### src/rtl/instruction_loader.sv
// Receives a byte stream, assembles big-endian 32-bit instructions and writes
// them to instruction memory until HALT_WORD is seen or the memory is full.
module instruction_loader #(
  parameter int          PC_SIZE   = 32,
  parameter int          MEM_DEPTH = 64,
  parameter logic [31:0] HALT_WORD = 32'hFFFF_FFFF,
  localparam int         CNT_W     = $clog2(MEM_DEPTH) + 1
) (
  input  logic               i_clk,
  input  logic               i_reset,
  input  logic               i_start,
  input  logic               i_abort,
  input  logic [7:0]         i_rx_data,
  input  logic               i_rx_valid,
  output logic               o_wr_en,
  output logic [PC_SIZE-1:0] o_wr_addr,
  output logic [31:0]        o_wr_data,
  output logic               o_clear_pc,
  output logic               o_done,
  output logic               o_error,
  output logic [CNT_W-1:0]   o_word_count
);

  typedef enum logic [2:0] {
    IDLE    = 3'd0,
    RECEIVE = 3'd1,
    WRITE   = 3'd2,
    DONE    = 3'd3,
    ERROR   = 3'd4
  } state_t;

  localparam logic [CNT_W-1:0] LAST_IDX = CNT_W'(MEM_DEPTH - 1);
  localparam logic [CNT_W-1:0] FULL_CNT = CNT_W'(MEM_DEPTH);

  state_t             state_q;
  logic [1:0]         byte_cnt_q;
  logic [31:0]        asm_q;
  logic               wr_en_q;
  logic [PC_SIZE-1:0] wr_addr_q;
  logic [31:0]        wr_data_q;
  logic               clear_pc_q;
  logic               done_q;
  logic               error_q;
  logic [CNT_W-1:0]   word_count_q;

  logic [31:0]        asm_d;
  logic [CNT_W-1:0]   word_count_d;

  assign asm_d        = {asm_q[23:0], i_rx_data};
  assign word_count_d = word_count_q + CNT_W'(1);

  always_ff @(posedge i_clk or posedge i_reset) begin
    if (i_reset) begin
      state_q      <= IDLE;
      byte_cnt_q   <= '0;
      asm_q        <= '0;
      wr_en_q      <= 1'b0;
      wr_addr_q    <= '0;
      wr_data_q    <= '0;
      clear_pc_q   <= 1'b0;
      done_q       <= 1'b0;
      error_q      <= 1'b0;
      word_count_q <= '0;
    end else if (i_abort) begin
      // Abort behaves like a synchronous reset so a pending write never issues.
      state_q      <= IDLE;
      byte_cnt_q   <= '0;
      asm_q        <= '0;
      wr_en_q      <= 1'b0;
      wr_addr_q    <= '0;
      wr_data_q    <= '0;
      clear_pc_q   <= 1'b0;
      done_q       <= 1'b0;
      error_q      <= 1'b0;
      word_count_q <= '0;
    end else begin
      case (state_q)
        IDLE, DONE, ERROR: begin
          if (i_start) begin
            state_q      <= RECEIVE;
            byte_cnt_q   <= '0;
            asm_q        <= '0;
            wr_addr_q    <= '0;
            word_count_q <= '0;
            clear_pc_q   <= 1'b1;
            done_q       <= 1'b0;
            error_q      <= 1'b0;
          end
        end

        RECEIVE: begin
          if (i_rx_valid) begin
            asm_q      <= asm_d;
            byte_cnt_q <= byte_cnt_q + 2'd1;
            if (byte_cnt_q == 2'd3) begin
              state_q   <= WRITE;
              wr_en_q   <= 1'b1;
              wr_data_q <= asm_d;
            end
          end
        end

        WRITE: begin
          wr_en_q      <= 1'b0;
          word_count_q <= word_count_d;
          // Address saturates at the last word so it never points past memory.
          if (word_count_q != LAST_IDX) begin
            wr_addr_q <= wr_addr_q + PC_SIZE'(4);
          end
          if (wr_data_q == HALT_WORD) begin
            state_q    <= DONE;
            clear_pc_q <= 1'b0;
            done_q     <= 1'b1;
          end else if (word_count_d == FULL_CNT) begin
            state_q    <= ERROR;
            clear_pc_q <= 1'b0;
            error_q    <= 1'b1;
          end else begin
            state_q <= RECEIVE;
            // A byte arriving now is the first byte of the next word.
            if (i_rx_valid) begin
              asm_q      <= asm_d;
              byte_cnt_q <= byte_cnt_q + 2'd1;
            end
          end
        end

        default: begin
          state_q    <= IDLE;
          wr_en_q    <= 1'b0;
          clear_pc_q <= 1'b0;
          done_q     <= 1'b0;
          error_q    <= 1'b0;
        end
      endcase
    end
  end

  assign o_wr_en      = wr_en_q;
  assign o_wr_addr    = wr_addr_q;
  assign o_wr_data    = wr_data_q;
  assign o_clear_pc   = clear_pc_q;
  assign o_done       = done_q;
  assign o_error      = error_q;
  assign o_word_count = word_count_q;

endmodule

### config.mk
export PLATFORM = sky130hd
export DESIGN_NAME = instruction_loader
export DESIGN_NICKNAME = d
export VERILOG_FILES = /design/src/rtl/instruction_loader.sv
export SDC_FILE = /design/constraint.sdc
export NUM_CORES = 1
export LEC_CHECK = 0
export ABC_AREA = 0
export BUFFER_PORTS_ARGS = -buffer_cell sky130_fd_sc_hd__buf_2
export CAP_MARGIN = 10
export CORE_MARGIN = 5
export CORE_UTILIZATION = 31
export DETAILED_ROUTE_END_ITERATION = 8
export PLACE_DENSITY_LB_ADDON = 0.08
export SYNTH_ARGS = -nofsm -noshare
export SYNTH_HDL_FRONTEND = slang
export SYNTH_SLANG_ARGS = --single-unit
### constraint.sdc
create_clock -name i_clk -period 3.8 [get_ports i_clk]
set_clock_uncertainty 0.15 [all_clocks]
set_input_delay 0.76 -clock i_clk [delete_from_list [all_inputs] [get_ports i_clk]]
set_output_delay 0.76 -clock i_clk [all_outputs]
set_load 0.05 [all_outputs]
# Word-level counts from Yosys, hierarchy flattened
# Index checks and enable logic that the tools add are counted.
totals:
  wordCells: 94
  out_inout_bits: 75
  ff_bits: 112
op_classes:
  n_reduce_logical: 16
  n_addsub: 3
  mux: 46
  eq_ne: 19
ops:
  columns: ["cell", "count"]
  rows:
  - ["$mux W32", 11]
  - ["$pmux W32 S3", 1]
  - ["$pmux W32 S2", 1]
  - ["$add A32 B3 Y32 const B", 1]
  - ["$eq A32 B32 Y1 const B", 1]
  - ["$ne A3 B3 Y1 const B", 8]
  - ["$mux W3", 6]
  - ["$reduce_and A3 Y1", 6]
  - ["$mux W7", 2]
  - ["$pmux W7 S2", 1]
  - ["$mux W1", 13]
  - ["$mux W2", 5]
  - ["$pmux W1 S3", 3]
  - ["$pmux W3 S3", 1]
  - ["$reduce_and A4 Y1", 2]
  - ["$add A7 B1 Y7 const B", 1]
  - ["$eq A7 B7 Y1 const B", 1]
  - ["$ne A7 B6 Y1 const B", 1]
  - ["$eq A3 B2 Y1 const B", 2]
  - ["$pmux W2 S3", 1]
  - ["$reduce_bool A2 Y1", 3]
  - ["$ne A2 B2 Y1 const B", 2]
  - ["$ne A4 B4 Y1 const B", 1]
  - ["$reduce_bool A4 Y1", 1]
  - ["other kinds (9)", 9]

# Longest topological paths before layout
logic_depth:
  ltp_word: 6
  mapped_depth: 9

# Worst setup path before layout
# OpenSTA, ideal clock, no wires.
synth_timing:
  path_type: "input -> register"
  start: "in i_abort"
  end: "reg wr_addr_q[8], in the netlist o_wr_addr[8]"
  stages: 9
  n_path_buf: 3
  t_required_ns: 3.518
  setup_ns: 0.132
  setup_slack_ns: 0.861
  t_arrival_ns: 2.658
  path_cell_list: "buf_2 or4b_4 or4b_1 buf_2 and3_4 buf_6 and3_4 xnor2_2 nor2_1"
synth_between:
  elab_chain_len: 2
synth_lines:
  columns: ["element", "line", "text"]
  rows:
  - ["start, declared", "12", "input logic i_abort,"]
  - ["$ne A3 B3 Y1 (no source line) or $reduce_bool A3 Y1 (tied branches)", null, null]
  - ["$reduce_and A3 Y1 (no source line)", null, null]
  - ["end signal, assigned", "108", "wr_addr_q <= wr_addr_q + PC_SIZE'(4);"]
  - ["end, declared", "39", "logic [PC_SIZE-1:0] wr_addr_q;"]
# Parallel ways exist; a longest one is shown, timed or not.
# A chain may end at the register's enable or synchronous reset.

# Worst setup path after layout
layout_timing:
  start: "reg state_q[1]"
  end: "reg wr_addr_q[31], in the netlist o_wr_addr[31]"
layout_between:
  elab_chain_len: 4
layout_lines:
  columns: ["element", "line", "text"]
  rows:
  - ["start, declared", "35", "state_t state_q;"]
  - ["start signal, assigned", "54", "state_q <= IDLE;"]
  - ["start signal, assigned", "66", "state_q <= IDLE;"]
  - ["start signal, assigned", "80", "state_q <= RECEIVE;"]
  - ["$eq A3 B2 Y1 (tied with other cells)", "77", "case (state_q)"]
  - ["$reduce_or A3 Y1", "77", null]
  - ["$ne A3 B3 Y1 (no source line) (tied with other cells)", null, null]
  - ["$reduce_and A3 Y1 (no source line) or $mux W32 (tied branches)", null, null]
# Parallel ways exist; a longest one is shown, timed or not.

==> results.cfg <==
[run_status]
status = finished clean

[logic_synthesis]
syn_inst = 532
synth_compound_area_frac = 0.0961
yosysWarningCount = 0
syn_avg_cell_area_um2 = 9.20
synth_top_family_by_area = simple AND/OR/NAND/NOR gates
synth_cell_types = 47
syn_area_um2 = 4900
yosys.area_share.simple = 0.214
synth_xor_area_frac = 0.0445
synth_fa_ha_area_frac = 0.0102
synth-seq-cells = 102
synth.area.mux_share = 0.0580
synth_edf_count = 0
synth_top_flop_cell = dfrtp_1
seq_area_frac_synth = 0.521
ys_async_sr_fraction = 1.00

[clock_tree]
clock_tree.root_cell = clkbuf_16
postCtsResizedCells = 0
path_clk_slew_ns = 0.07
cts_hold_buf = 0
cts_setup_buffers = 0
h-tree-depth = 3
clock_latency_ns = 0.34
cts_tree = done
clkSinkCount = 102
cts_buffers = 9
cts_buffer_depth = 2

[setup_path]
path_cells = or4b_4 -> or4b_1 -> nand4_1 -> nor3_1 -> xnor2_1 -> nor2_1
startpoint_type = register
worst_setup_path_end_kind = register
cp_num_buf_inv = 0
path_max_fanout = 14
startpoint = state_q[1]
cp_top_family = simple AND/OR/NAND/NOR gates
critPathSlowestCell = or4b_1
crit_arrival_ns = 2.96
crit_required_ns = 3.87
cpPeakStageDelay_ns = 0.71
critPathKind = register to register
r2r_start = state_q[1]

[grt]
grt_max_degree = 63
grt.total_usage = 0.144
antenna_found_initial = 0
grt_pass1_vias = 4040
grt_first_pass_wirelength_um = 21000
grt-ovfl-total = 0

[power_and_ir_drop]
power.leakage_nw = 2.78
powerDensity_nw_per_um2 = 400
ir_drop_uv = 202

[floorplanning]
dieArea_um2 = 18400
core_area_um2 = 15700
ios = 88
rows = 46
die_y_um = 136
initial_core_util = 0.312
dieWidth_um = 136

[job]
max_cap_viol_count = 0

[placed_design]
routabilityCongestion = 0.765
place.port_buffers = 85
dp_hpwl_um = 8780
pre_cts_slack_ns = 0.636

[final_layout]
antenna_cells = 0
final.fill_count = 1624
area_delta_synth_final_pct = 19.8
drive_above_1_share = 0.199
nets = 626

[detailed_routing]
avgViaCountPerCell = 4.75
drt_iter0_drc = 200
wl_per_cell_um = 15.5
routed_wirelength_um = 12800
drc_errors = 0
firstDrtPassIters = 4
vias = 3942
drtAntennaViolNets = 0

[hold_path]
hold_class = register to register
hold_start = o_error

[timing]
finalSetupViolCount = 0
fin_tns_setup_ns = 0
relSlewSlack = 0.450
rsz0062_at_grt = false
timing.final.max_slew_violations = 0
max_freq_mhz = 346
fin_crit_sh = 0.761
tightest_slew_ns = 0.818
hold_viol = 0
setup_slack_ns = 0.909
period_needed_ns = 2.89
==> cells by family (layout without fill, tap and decap cells) <==
group	count (synthesis)	after routing
adder cells (fa/ha/maj)	4	4
other	1	2
XOR/XNOR	24	24
flip-flops	102	102
AND/OR/NAND/NOR	229	229
buffers and inverters	63	144
multiplexers	28	28
AO/OA/AOI/OAI	81	81
==> stage by stage <==
stage / util / instances / hold slack, ns / power, mW / area (um^2)
after floorplan: - / 533 / 0.344 / 1.37 / 4900
after global placement: 0.353 / 813 / 0.322 / 1.45 / 5550
after detailed placement: 0.353 / 813 / 0.324 / 1.45 / 5550
after CTS: 0.372 / 829 / 0.340 / 2.39 / 5850
after global routing: 0.373 / 830 / 0.349 / 2.46 / 5860
final: 0.373 / 830 / 0.336 / 2.35 / 5860
==> worst register-to-register path, stage by stage, from the launching register on <==
cell     delay (ns)
dfrtp_1        0.59
or4b_4         0.61
or4b_1         0.71
nand4_1        0.38
nor3_1         0.13
xnor2_1        0.16
nor2_1         0.05
==> registers in the layout, indices dropped and copies added (netlist names) <==
signal        count
o_wr_data        32
o_wr_addr        30
asm_q            24
o_word_count      7
state_q           3
byte_cnt_q        2
o_clear_pc        1
o_done            1
o_error           1
o_wr_en           1
==> layout by cell type, fill, tap and decap left out, types with 2 or more instances in the layout <==
cell type / Yosys / routed
and3_4: 2 / 2
a31oi_1: 3 / 3
nor3_1: 10 / 9
nand3_1: 13 / 13
xor2_1: 12 / 12
nor2b_1: 5 / 5
o21a_1: 2 / 2
nand4_1: 19 / 19
inv_1: 34 / 33
xnor2_1: 11 / 11
clkbuf_8: 0 / 3
nor2_1: 44 / 44
nand2b_1: 2 / 2
nor4_1: 5 / 4
conb_1: 1 / 2
mux2_2: 3 / 3
clkinv_4: 0 / 2
a211oi_1: 4 / 3
and3_1: 9 / 9
nand2_1: 111 / 111
clkbuf_16: 0 / 9
dfrtp_1: 102 / 102
buf_4: 3 / 7
ha_1: 4 / 4
a22o_1: 2 / 2
a21o_1: 2 / 2
mux2i_1: 25 / 25
a21oi_1: 43 / 43
o21ai_0: 15 / 15
buf_2: 5 / 85
or3_1: 4 / 4
==> final timing paths <==
path | endpoint | slack [ns] | depth (start not counted)
max in group asynchronous | asm_q[6] | 2.37 | 3
setup reg to reg | o_wr_addr[31] | 0.91 | 6
min in group asynchronous | o_wr_data[29] | 0.43 | 2
hold reg to reg | o_error | 0.34 | 1
hold / removal | o_error | 0.34 | 1
setup / recovery | o_wr_addr[31] | 0.91 | 6
==> area by class of cell <==
cell class | count | area, um^2 | area share
clock buffer | 13 | 270 | 0.0461
clock inverter | 3 | 26.3 | 0.00448
inverter | 34 | 130 | 0.0222
multi-input combinational | 368 | 2100 | 0.358
sequential | 102 | 2550 | 0.435
tap | 216 | 270 | 0.0461
timing repair buffer | 94 | 513 | 0.0875
==> power breakdown <==
| group | leakage [nW] | switching, mW | internal (mW) |
|---|---|---|---|
| registers | 1.41 | 0.0342 | 1.12 |
| clock network | 0.146 | 0.418 | 0.504 |
| logic | 1.22 | 0.187 | 0.0889 |
==> layer usage <==
| layer | wire length, um | global-route usage |
|---|---|---|
| met1 | 5800 | 0.178 |
| met2 | 6400 | 0.249 |
| met3 | 449 | 0.0290 |
| met4 | 190 | 0.0504 |
| met5 | 0 | 0 |
==> cells in the mapped netlist (3+ instances only) <==
master,number,area share
a211oi_1,4,0.0061
a21oi_1,43,0.044
a31oi_1,3,0.0038
and3_1,9,0.011
buf_2,5,0.0051
buf_4,3,0.0046
clkbuf_1,18,0.014
dfrtp_1,102,0.52
ha_1,4,0.010
inv_1,34,0.026
mux2_2,3,0.0069
mux2i_1,25,0.051
nand2_1,111,0.085
nand3_1,13,0.013
nand4_1,19,0.024
nor2_1,44,0.034
nor2b_1,5,0.0064
nor3_1,10,0.010
nor4_1,5,0.0064
o21ai_0,15,0.015
or3_1,4,0.0051
xnor2_1,11,0.020
xor2_1,12,0.021
(Power assumes the default switching activity.)
